**src/rtl/simon_pkg.sv**
```systemverilog
// Shared Simon types: FSM states, 2-bit color codes and the active-low LED encodings.
package simon_pkg;

    typedef enum logic [2:0] {
        IDLE,
        KICK,
        WAIT_ACK,
        CAPTURE,
        REPLAY_PRESS,
        REPLAY_GAP
    } state_t;

    typedef enum logic [1:0] {
        COLOR_RED    = 2'b00,
        COLOR_BLUE   = 2'b01,
        COLOR_YELLOW = 2'b10,
        COLOR_GREEN  = 2'b11
    } color_t;

    localparam logic [2:0] LED_RED     = 3'b011;
    localparam logic [2:0] LED_BLUE    = 3'b110;
    localparam logic [2:0] LED_YELLOW  = 3'b001;
    localparam logic [2:0] LED_GREEN   = 3'b101;
    localparam logic [2:0] LED_CYAN    = 3'b100;
    localparam logic [2:0] LED_MAGENTA = 3'b010;
    localparam logic [2:0] LED_WHITE   = 3'b000;
    localparam logic [2:0] LED_OFF     = 3'b111;

    function automatic color_t color_next(input color_t c);
        return color_t'(c + 2'd1);
    endfunction

endpackage

```
**src/rtl/led_color_decoder.sv**
```systemverilog
// Combinational decode of the game's active-low RGB LED into a color code and event flags.
module led_color_decoder
    import simon_pkg::*;
(
    input  logic [2:0] led_rgb,
    output color_t     color,
    output logic       is_color,
    output logic       is_ack,
    output logic       is_err,
    output logic       is_ok
);

    always_comb begin
        color    = COLOR_RED;
        is_color = 1'b0;
        is_ack   = 1'b0;
        is_err   = 1'b0;
        is_ok    = 1'b0;
        case (led_rgb)
            LED_RED:     begin color = COLOR_RED;    is_color = 1'b1; end
            LED_BLUE:    begin color = COLOR_BLUE;   is_color = 1'b1; end
            LED_YELLOW:  begin color = COLOR_YELLOW; is_color = 1'b1; end
            LED_GREEN:   begin color = COLOR_GREEN;  is_color = 1'b1; end
            LED_CYAN:    is_ack = 1'b1;
            LED_MAGENTA: is_err = 1'b1;
            LED_WHITE:   is_ok  = 1'b1;
            default:     ;
        endcase
    end

endmodule

```
**src/rtl/simon_autoplayer.sv**
```systemverilog
// Plays Simon automatically: kicks a game, captures each shown sequence from the LED,
// replays it on the buttons and reports the game's win/lose/protocol outcome.
module simon_autoplayer
    import simon_pkg::*;
#(
    parameter int COLOR_CYCLES = 101,
    parameter int GAP_CYCLES   = 4,
    parameter int MAX_LEN      = 32
) (
    input  logic       clock,
    input  logic       reset,
    input  logic       start,
    input  logic       force_wrong,
    input  logic [2:0] led_rgb,
    output logic       iniciar_jogo,
    output logic       bot_vermelho,
    output logic       bot_azul,
    output logic       bot_amarelo,
    output logic       bot_verde,
    output logic [5:0] round_len,
    output logic       busy,
    output logic       done_ok,
    output logic       done_err,
    output logic       protocol_err
);

    localparam int SW = (COLOR_CYCLES > 1) ? $clog2(COLOR_CYCLES) : 1;
    localparam int GW = $clog2(GAP_CYCLES + 1);
    localparam int IW = (MAX_LEN > 1) ? $clog2(MAX_LEN) : 1;
    localparam logic [SW-1:0] SLOT_LAST = SW'(COLOR_CYCLES - 1);
    localparam logic [GW-1:0] GAP_LAST  = GW'(GAP_CYCLES - 1);
    localparam logic [5:0]    LEN_MAX   = 6'(MAX_LEN);

    state_t        state, state_nxt;
    logic [SW-1:0] slot, slot_nxt;
    logic [GW-1:0] gap, gap_nxt;
    logic [5:0]    idx, idx_nxt;
    logic [5:0]    len, len_nxt;
    logic          seen_ack, seen_ack_nxt;
    logic          force_lat, force_lat_nxt;
    logic          ok_q, ok_nxt, err_q, err_nxt, proto_q, proto_nxt;
    logic          wr_en, last, press;
    color_t        color, stored, press_code;
    logic          is_color, is_ack, is_err, is_ok;
    logic [1:0]    buffer [MAX_LEN];

    led_color_decoder u_dec (
        .led_rgb  (led_rgb),
        .color    (color),
        .is_color (is_color),
        .is_ack   (is_ack),
        .is_err   (is_err),
        .is_ok    (is_ok)
    );

    assign last       = (idx == len - 6'd1);
    assign stored     = color_t'(buffer[idx[IW-1:0]]);
    assign press_code = (force_lat && last) ? color_next(stored) : stored;

    always_comb begin
        state_nxt     = state;
        slot_nxt      = slot;
        gap_nxt       = gap;
        idx_nxt       = idx;
        len_nxt       = len;
        seen_ack_nxt  = seen_ack;
        force_lat_nxt = force_lat;
        ok_nxt        = 1'b0;
        err_nxt       = 1'b0;
        proto_nxt     = 1'b0;
        wr_en         = 1'b0;
        // Game verdicts override whatever the FSM was doing.
        if (state != IDLE && (is_err || is_ok)) begin
            state_nxt = IDLE;
            err_nxt   = is_err;
            ok_nxt    = is_ok;
        end else begin
            case (state)
                IDLE: if (start) begin
                    len_nxt   = 6'd1;
                    state_nxt = KICK;
                end
                KICK: begin
                    seen_ack_nxt = 1'b0;
                    state_nxt    = WAIT_ACK;
                end
                WAIT_ACK: begin
                    if (is_ack) begin
                        seen_ack_nxt = 1'b1;
                    end else if (seen_ack) begin
                        slot_nxt  = '0;
                        idx_nxt   = '0;
                        state_nxt = CAPTURE;
                    end
                end
                CAPTURE: begin
                    slot_nxt = (slot == SLOT_LAST) ? '0 : slot + 1'b1;
                    if (slot == '0) begin
                        if (!is_color) begin
                            proto_nxt = 1'b1;
                            state_nxt = IDLE;
                        end else begin
                            wr_en = 1'b1;
                            if (last) begin
                                idx_nxt       = '0;
                                force_lat_nxt = force_wrong;
                                state_nxt     = REPLAY_PRESS;
                            end else begin
                                idx_nxt = idx + 6'd1;
                            end
                        end
                    end
                end
                REPLAY_PRESS: begin
                    gap_nxt   = '0;
                    state_nxt = REPLAY_GAP;
                end
                REPLAY_GAP: begin
                    if (gap != GAP_LAST) begin
                        gap_nxt = gap + 1'b1;
                    end else if (!last) begin
                        idx_nxt   = idx + 6'd1;
                        state_nxt = REPLAY_PRESS;
                    end else begin
                        if (len != LEN_MAX) len_nxt = len + 6'd1;
                        seen_ack_nxt = 1'b0;
                        state_nxt    = WAIT_ACK;
                    end
                end
                default: state_nxt = IDLE;
            endcase
        end
    end

    always_ff @(posedge clock) begin
        if (reset) begin
            state     <= IDLE;
            slot      <= '0;
            gap       <= '0;
            idx       <= '0;
            len       <= '0;
            seen_ack  <= 1'b0;
            force_lat <= 1'b0;
            ok_q      <= 1'b0;
            err_q     <= 1'b0;
            proto_q   <= 1'b0;
        end else begin
            state     <= state_nxt;
            slot      <= slot_nxt;
            gap       <= gap_nxt;
            idx       <= idx_nxt;
            len       <= len_nxt;
            seen_ack  <= seen_ack_nxt;
            force_lat <= force_lat_nxt;
            ok_q      <= ok_nxt;
            err_q     <= err_nxt;
            proto_q   <= proto_nxt;
        end
    end

    always_ff @(posedge clock) begin
        if (wr_en) buffer[idx[IW-1:0]] <= color;
    end

    // Outputs are masked by reset so they read zero for the whole reset window.
    assign press        = (state == REPLAY_PRESS) && !reset;
    assign iniciar_jogo = (state == KICK) && !reset;
    assign bot_vermelho = press && (press_code == COLOR_RED);
    assign bot_azul     = press && (press_code == COLOR_BLUE);
    assign bot_amarelo  = press && (press_code == COLOR_YELLOW);
    assign bot_verde    = press && (press_code == COLOR_GREEN);
    assign round_len    = reset ? 6'd0 : len;
    assign busy         = (state != IDLE) && !reset;
    assign done_ok      = ok_q && !reset;
    assign done_err     = err_q && !reset;
    assign protocol_err = proto_q && !reset;

endmodule

```
**config.mk**
```make
export PLATFORM = sky130hd
export DESIGN_NAME = simon_autoplayer
export DESIGN_NICKNAME = d
export VERILOG_FILES = /design/src/rtl/simon_pkg.sv /design/src/rtl/led_color_decoder.sv /design/src/rtl/simon_autoplayer.sv
export SDC_FILE = /design/constraint.sdc
export NUM_CORES = 1
export LEC_CHECK = 0
export CORE_MARGIN = 5
export CORE_UTILIZATION = 44
export CTS_BUF_LIST = sky130_fd_sc_hd__clkbuf_16
export DETAILED_ROUTE_END_ITERATION = 10
export SETUP_SLACK_MARGIN = 0.15
export SKIP_LAST_GASP = 1
export SLEW_MARGIN = 25
export SYNTH_ARGS = -nofsm -noshare
export SYNTH_HDL_FRONTEND = slang
export SYNTH_HIERARCHICAL = 1
export SYNTH_SLANG_ARGS = --single-unit
```
**constraint.sdc**
```tcl
create_clock -name clock -period 2.8 [get_ports clock]
set_input_delay 0.42 -clock clock [delete_from_list [all_inputs] [get_ports clock]]
set_output_delay 0.42 -clock clock [all_outputs]
set_load 0.005 [all_outputs]
```
==> results of run 1 <==
## worst max-delay path, delay by kind of cell, from the launching register on
kind            cells  cell delay (ns)
buf+inv             5             0.68
compound gates      4             0.57
flops               1             0.40
mux                 1             0.21
simple gates        2             0.19
## path summary, 6_finish.rpt
kind	startpoint	end	slack, ns	cells past startpoint
worst min register to register	gap[2]	gap[2]	0.49	2
worst max register to register	len[0]	idx[4]	0.18	14
worst min-delay path	gap[2]	gap[2]	0.49	2
worst max-delay path	register	bot_vermelho	0.004	12
## area by class of cell
type                            count  share of cell area (%)
Clock buffer                        9                    3.63
Multi-Input combinational cell    338                    37.6
Clock inverter                      7                   0.846
Tap cell                          140                    2.82
Timing Repair Buffer               81                    12.0
Sequential cell                    99                    42.4
Inverter                           12                   0.726
## sequential cells by signal, summed over array words and instances, names as in the netlist, named ones only
register / cells
slot: 7
len: 6
state: 3
err_q: 1
gap: 3
ok_q: 1
proto_q: 1
seen_ack: 1
force_lat: 1
idx: 6
buffer: 64
## layout by cell type (no fill, tap or decap), types with 9 or more instances in the layout
master and count:
sky130_fd_sc_hd__and2_1 11, sky130_fd_sc_hd__nor2_1 68, sky130_fd_sc_hd__inv_1 10, sky130_fd_sc_hd__edfxtp_1 64
sky130_fd_sc_hd__clkbuf_16 9, sky130_fd_sc_hd__buf_4 51, sky130_fd_sc_hd__nand2_1 36, sky130_fd_sc_hd__mux2i_1 27
sky130_fd_sc_hd__dfxtp_1 30, sky130_fd_sc_hd__nand3_1 9, sky130_fd_sc_hd__ha_1 9, sky130_fd_sc_hd__nor2b_1 14
sky130_fd_sc_hd__xor2_1 17, sky130_fd_sc_hd__clkdlybuf4s50_1 17, sky130_fd_sc_hd__a21oi_1 17, sky130_fd_sc_hd__nor3_1 12
## stage by stage
stage	worst slack, ns	std cells	power (uW)	hold WS (ns)	instance area [sq um]
finish	0.00397	686	3110	0.493	6210
global route	-0.121	686	3240	0.522	6210
CTS	0.00756	685	3110	0.493	6170
detailed placement	-0.143	647	1920	0.481	5540
global placement	-0.0614	647	1920	0.467	5540
floorplan	0.323	469	1810	0.448	4950
## repair_timing
item,in CTS,in global routing
buffers inserted,20,1
pin swaps,16,9
gates cloned,2,0
resized for setup,59,8
endpoints found under the setup margin,4,15
## cells by family after synthesis
family	after synthesis	synth area share, %
and+or+nand+nor	208	21.5
DFF	99	53.0
AOI/OAI and AO/OA	68	9.91
buffers and inverters	32	3.08
muxes	32	6.47
xor gates and xnor gates	20	3.54
adders and majority gates	10	2.53
## layer usage
| layer | GRT usage, % | share of wire (%) |
|---|---|---|
| met5 | 0 | 0 |
| met4 | 7.27 | 2.5 |
| met3 | 2.92 | 3.9 |
| met2 | 30.8 | 50 |
| met1 | 22.9 | 44 |
## power by group
part	switching (uW)	internal, uW	leakage [uW]
clock network	554	609	0.000131
registers	30.7	1560	0.000799
logic	175	171	0.00116
==> metrics.log, run 1 <==
INFO  metric routed_wl = 11400 microns
INFO  metric yosys_register_bits = 99
INFO  metric drt-wirelength-per-cell = 16.6 microns
INFO  metric cap_viol_max_count = 0
INFO  metric p_per_area = 500 nW/um^2
INFO  metric final.period_utilization = 99.9%
INFO  metric fp.dieW = 116 microns
INFO  metric io_pins = 22
INFO  metric cts_tree = built
INFO  metric timing_max_transition_violations_final = 0
INFO  metric floorplan.die.height = 116 microns
INFO  metric number_of_synthesized_flops_with_an_enable_pin = 64
INFO  metric synth_area_leaders = sky130_fd_sc_hd__edfxtp_1 39%, sky130_fd_sc_hd__dfxtp_1 14%, sky130_fd_sc_hd__mux2i_1 6.5%
INFO  metric cts.reportedPaths.clkPinSlew = 0.07 ns
INFO  metric report.final.setup_viol = 0
INFO  metric antenna_cells_inserted = 0
INFO  metric io_buffers = 21
INFO  metric post_synth_most_frequent_cells = 71 x sky130_fd_sc_hd__nor2_1, 64 x sky130_fd_sc_hd__edfxtp_1, 37 x sky130_fd_sc_hd__nand2_1
INFO  metric avgSynthCellArea = 10.6 sq um
INFO  metric yosysWarningCount = 6
INFO  metric numClockSinks = 99
INFO  metric multi_input_comb_area = 2330 sq um
INFO  metric synth_area_leader_cell = sky130_fd_sc_hd__edfxtp_1
INFO  metric overflow = 0
INFO  metric antenna_found_initial = 0
INFO  metric effective_utilization_at_floorplan = 45.3%
INFO  metric die_area = 13500 sq um
INFO  metric primary_ff_master_synth = sky130_fd_sc_hd__edfxtp_1
INFO  metric layout-drive-gt1-share = 23.6%
INFO  metric run_status = complete, no violations
INFO  metric endpoint_kind = primary output
INFO  metric clock_insertion_delay_worst_skew = 0.34 ns
INFO  metric final_hold_violations = 0
INFO  metric first_pass_grt_wire_length = 18800 microns
INFO  metric synthCells = 469
INFO  metric vdd_ir_drop_max = 0.321 mV
INFO  metric min_period = 2.80 ns
INFO  metric timing_worst_slew_pin_value = 0.607 ns
INFO  metric grt_setup_unrepaired = true
INFO  metric crit_fanout = 6
INFO  metric gp_congestion = 0.871
INFO  metric max_incr_delay_on_cp = 0.40 ns
INFO  metric design.core.area = 10900 sq um
INFO  metric seq_area_frac_synth = 53.0%
INFO  metric route.detailed.drc = 0
INFO  metric cp.arrival = 2.38 ns
INFO  metric worstHoldPathType = register to register
INFO  metric grt_max_degree = 33
INFO  metric max_slew_margin_vs_limit = 59.5%
INFO  metric criticalPathCategory = register to primary output
INFO  metric detailroute.via_count = 3753
INFO  metric crit_slowest_cell = sky130_fd_sc_hd__dfxtp_4
INFO  metric routed_via_density = 5.47
INFO  metric final_net_count = 558
INFO  metric drt-initial-drc-count = 218
INFO  metric cts_hold_buf = 0
INFO  metric clock_path_buffers = 2
INFO  metric nFillCells = 935
INFO  metric yosysMostFrequentCell = sky130_fd_sc_hd__nor2_1
INFO  metric syn-num-nets = 486
INFO  metric synthDistinctLibCells = 60
INFO  metric yosys.area.top_type_share = 38.8%
INFO  metric timing.critical_path.from_type = register
INFO  metric mappedNetlistArea = 4950 sq um
INFO  metric ffs_w_async_s_r_synth = 0%
INFO  metric fmaxAchievable = 358 MHz
INFO  metric cp_cell_sequence = buf_12, buf_8, mux2i_1, a22oi_1, nand2_1, a21oi_2, a311oi_4, buf_4, buf_6, or2_4, o22ai_2, buf_2
INFO  metric cts_htree_levels = 3
INFO  metric dp_hpwl = 7790 microns
INFO  metric leakage = 0.00209 uW
INFO  metric antenna_left = 0
INFO  metric final_util = 56.8%
INFO  metric drt_pass1_iterations = 5
INFO  metric worst_ep_required_time = 2.38 ns
INFO  metric areaGrowthSynthToFinish = 25.4%
INFO  metric first_global_vias = 3713
INFO  metric timing.setup.tns = 0 ns
INFO  metric worst_clock_skew = 0.00616 ns
INFO  metric num_rows = 38
INFO  metric ff_latch_area = 2630 sq um
INFO  metric cts_root_buffer = sky130_fd_sc_hd__clkbuf_16
INFO  metric globalRouteTotalUtil = 18.0%
INFO  metric numCtsBuffers = 9
Note: power is estimated with default switching activity, not from simulation.
==> inputs of run 2 (changes only) <==
==> constraint.sdc (replaced) <==
create_clock -name clock -period 2.8 [get_ports clock]
set_input_delay 0.84 -clock clock [delete_from_list [all_inputs] [get_ports clock]]
set_output_delay 0.84 -clock clock [all_outputs]
set_load 0.005 [all_outputs]
==> run 2 against run 1 <==
Net effect: the flow now finishes with violations (negative setup slack); total power increased by 8.4%; sequential share of layout area fell by 2.6 points; register-to-register slack worse by 0.36 ns; fmax decreased by 13%; largest cell class unchanged; largest power group unchanged.
==> metrics.log, run 2 (same netlist as run 1, synthesis figures left out) <==
INFO  metric antenna_found_initial = 0
INFO  metric dp_hpwl = 8060 microns
INFO  metric crit_buf_inv = 3
INFO  metric floorplan.die.height = 116 microns
INFO  metric max_slew_margin_vs_limit = 55.3%
INFO  metric cts_htree_levels = 3
INFO  metric detailroute.via_count = 3782
INFO  metric route.detailed.drc = 0
INFO  metric cp_num_cells = 10
INFO  metric post-layout-total-power = 3370 uW
INFO  metric setup_ws = -0.426 ns
INFO  metric min_path_cells = 2
INFO  metric worst_r2r_path_depth = 19
INFO  metric num_rows = 38
INFO  metric endpoint_kind = primary output
INFO  metric run_status = finished, violations left
INFO  metric final.period_utilization = 115%
INFO  metric cts.reportedPaths.clkPinSlew = 0.07 ns
INFO  metric numClockSinks = 99
INFO  metric report.final.setup_viol = 13
INFO  metric crit_fanout = 6
INFO  metric gp_congestion = 0.866
INFO  metric cp.arrival = 2.39 ns
INFO  metric final_common_cell = sky130_fd_sc_hd__buf_4
INFO  metric cap_viol_max_count = 0
INFO  metric min_period = 3.23 ns
INFO  metric dp_slack = -0.554 ns
INFO  metric cell_family_with_the_largest_share_of_critical_path_delay = compound AO/OA/AOI/OAI gates
INFO  metric criticalPathCategory = register to primary output
INFO  metric grt_setup_unrepaired = true
INFO  metric drt-initial-drc-count = 200
INFO  metric nFillCells = 920
INFO  metric routed_via_density = 5.28
INFO  metric worst_clock_skew = 0.00586 ns
INFO  metric cp_cell_sequence = buf_12, buf_16, mux2i_4, a22oi_2, nand2_1, a21oi_2, a311oi_4, xor2_2, and3b_1, buf_2
INFO  metric vdd_ir_drop_max = 0.288 mV
INFO  metric io_buffers = 21
INFO  metric cts_hold_buf = 0
INFO  metric drt_pass1_iterations = 4
INFO  metric overflow = 0
INFO  metric die_area = 13500 sq um
INFO  metric areaGrowthSynthToFinish = 33.6%
INFO  metric layout.cells.most_common_list = 72 x sky130_fd_sc_hd__buf_4, 68 x sky130_fd_sc_hd__nor2_1, 64 x sky130_fd_sc_hd__edfxtp_1
INFO  metric design.core.area = 10900 sq um
INFO  metric globalRouteTotalUtil = 18.7%
INFO  metric final_hold_violations = 0
INFO  metric final_net_count = 588
INFO  metric fp.dieW = 116 microns
INFO  metric worst_ep_required_time = 1.96 ns
INFO  metric routed_wl = 11900 microns
INFO  metric holdWs = 0.493 ns
INFO  metric first_pass_grt_wire_length = 19300 microns
INFO  metric antenna_cells_inserted = 0
INFO  metric drt-wirelength-per-cell = 16.6 microns
INFO  metric clock_insertion_delay_worst_skew = 0.34 ns
INFO  metric effective_utilization_at_floorplan = 45.3%
INFO  metric fmaxAchievable = 310 MHz
INFO  metric clock_path_buffers = 2
INFO  metric p_per_area = 509 nW/um^2
INFO  metric grt_max_degree = 33
INFO  metric worstHoldPathType = register to register
INFO  metric io_pins = 22
INFO  metric layout-drive-gt1-share = 28.0%
INFO  metric numCtsBuffers = 9
INFO  metric timing_max_transition_violations_final = 0
INFO  metric timing.critical_path.from_type = register
INFO  metric timing_worst_slew_pin_value = 0.662 ns
INFO  metric violations = negative setup slack
INFO  metric cts_tree = built
INFO  metric first_global_vias = 3970
INFO  metric largest_reg_flops = 64
INFO  metric antenna_left = 0
INFO  metric max_incr_delay_on_cp = 0.42 ns
INFO  metric cts_root_buffer = sky130_fd_sc_hd__clkbuf_16
INFO  metric crit_slowest_cell = sky130_fd_sc_hd__dfxtp_4
INFO  metric leakage = 0.00238 uW
run 2: per-layer routing:
metal / share of wire (%) / global-route usage (%) / routed length [microns]
met5: 0 / 0 / 0
met4: 2.8 / 9.51 / 337
met3: 3.1 / 3.13 / 365
met2: 52 / 33.1 / 6220
met1: 42 / 21.7 / 4960
run 2: final timing paths:
kind | from | end | slack, ns
setup / recovery | register | bot_azul | -0.43
setup reg to reg | len[0] | register | -0.18
hold reg to reg | seen_ack | seen_ack | 0.49
hold / removal | seen_ack | seen_ack | 0.49
run 2: area by class of cell:
cell class	count	area (sq um)	area share, %
repair buffers	111	1030	15.5
flip-flops and latches	99	2630	39.8
clock inverters	7	101	1.53
clock buffers	9	225	3.40
multi-input cells	338	2410	36.4
inverters	12	45.0	0.681
well taps	140	175	2.65
run 2: power breakdown:
part	switching (uW)	internal (uW)
Sequential	6.73	1570
Combinational	217	218
Clock	566	793
run 2: repair_timing:
item,4_1_cts,5_1_grt
pin swaps,23,20
setup endpoints to repair,23,16
cloned,3,0
buffers inserted,20,4
gates resized for setup,69,24
run 2: per-stage QoR:
| stage | area (sq um) | util (%) | instances | setup TNS (ns) |
|---|---|---|---|---|
| floorplan | 4970 | - | 469 | 0 |
| global route | 6620 | 60.5 | 716 | -4.70 |
| detailed placement | 5750 | 52.6 | 673 | -16.99 |
| CTS | 6470 | 59.2 | 712 | -3.75 |
| finish | 6620 | 60.5 | 716 | -2.94 |
| global placement | 5750 | 52.6 | 673 | -15.45 |
run 2: worst register-to-register path, delay by kind of cell (launching register included):
kind / cells / cell delay (ns)
buf+inv: 11 / 1.19
simple gates: 3 / 0.29
compound gates: 3 / 0.71
fa+ha+maj: 1 / 0.17
xor+xnor: 1 / 0.15
flops: 1 / 0.35
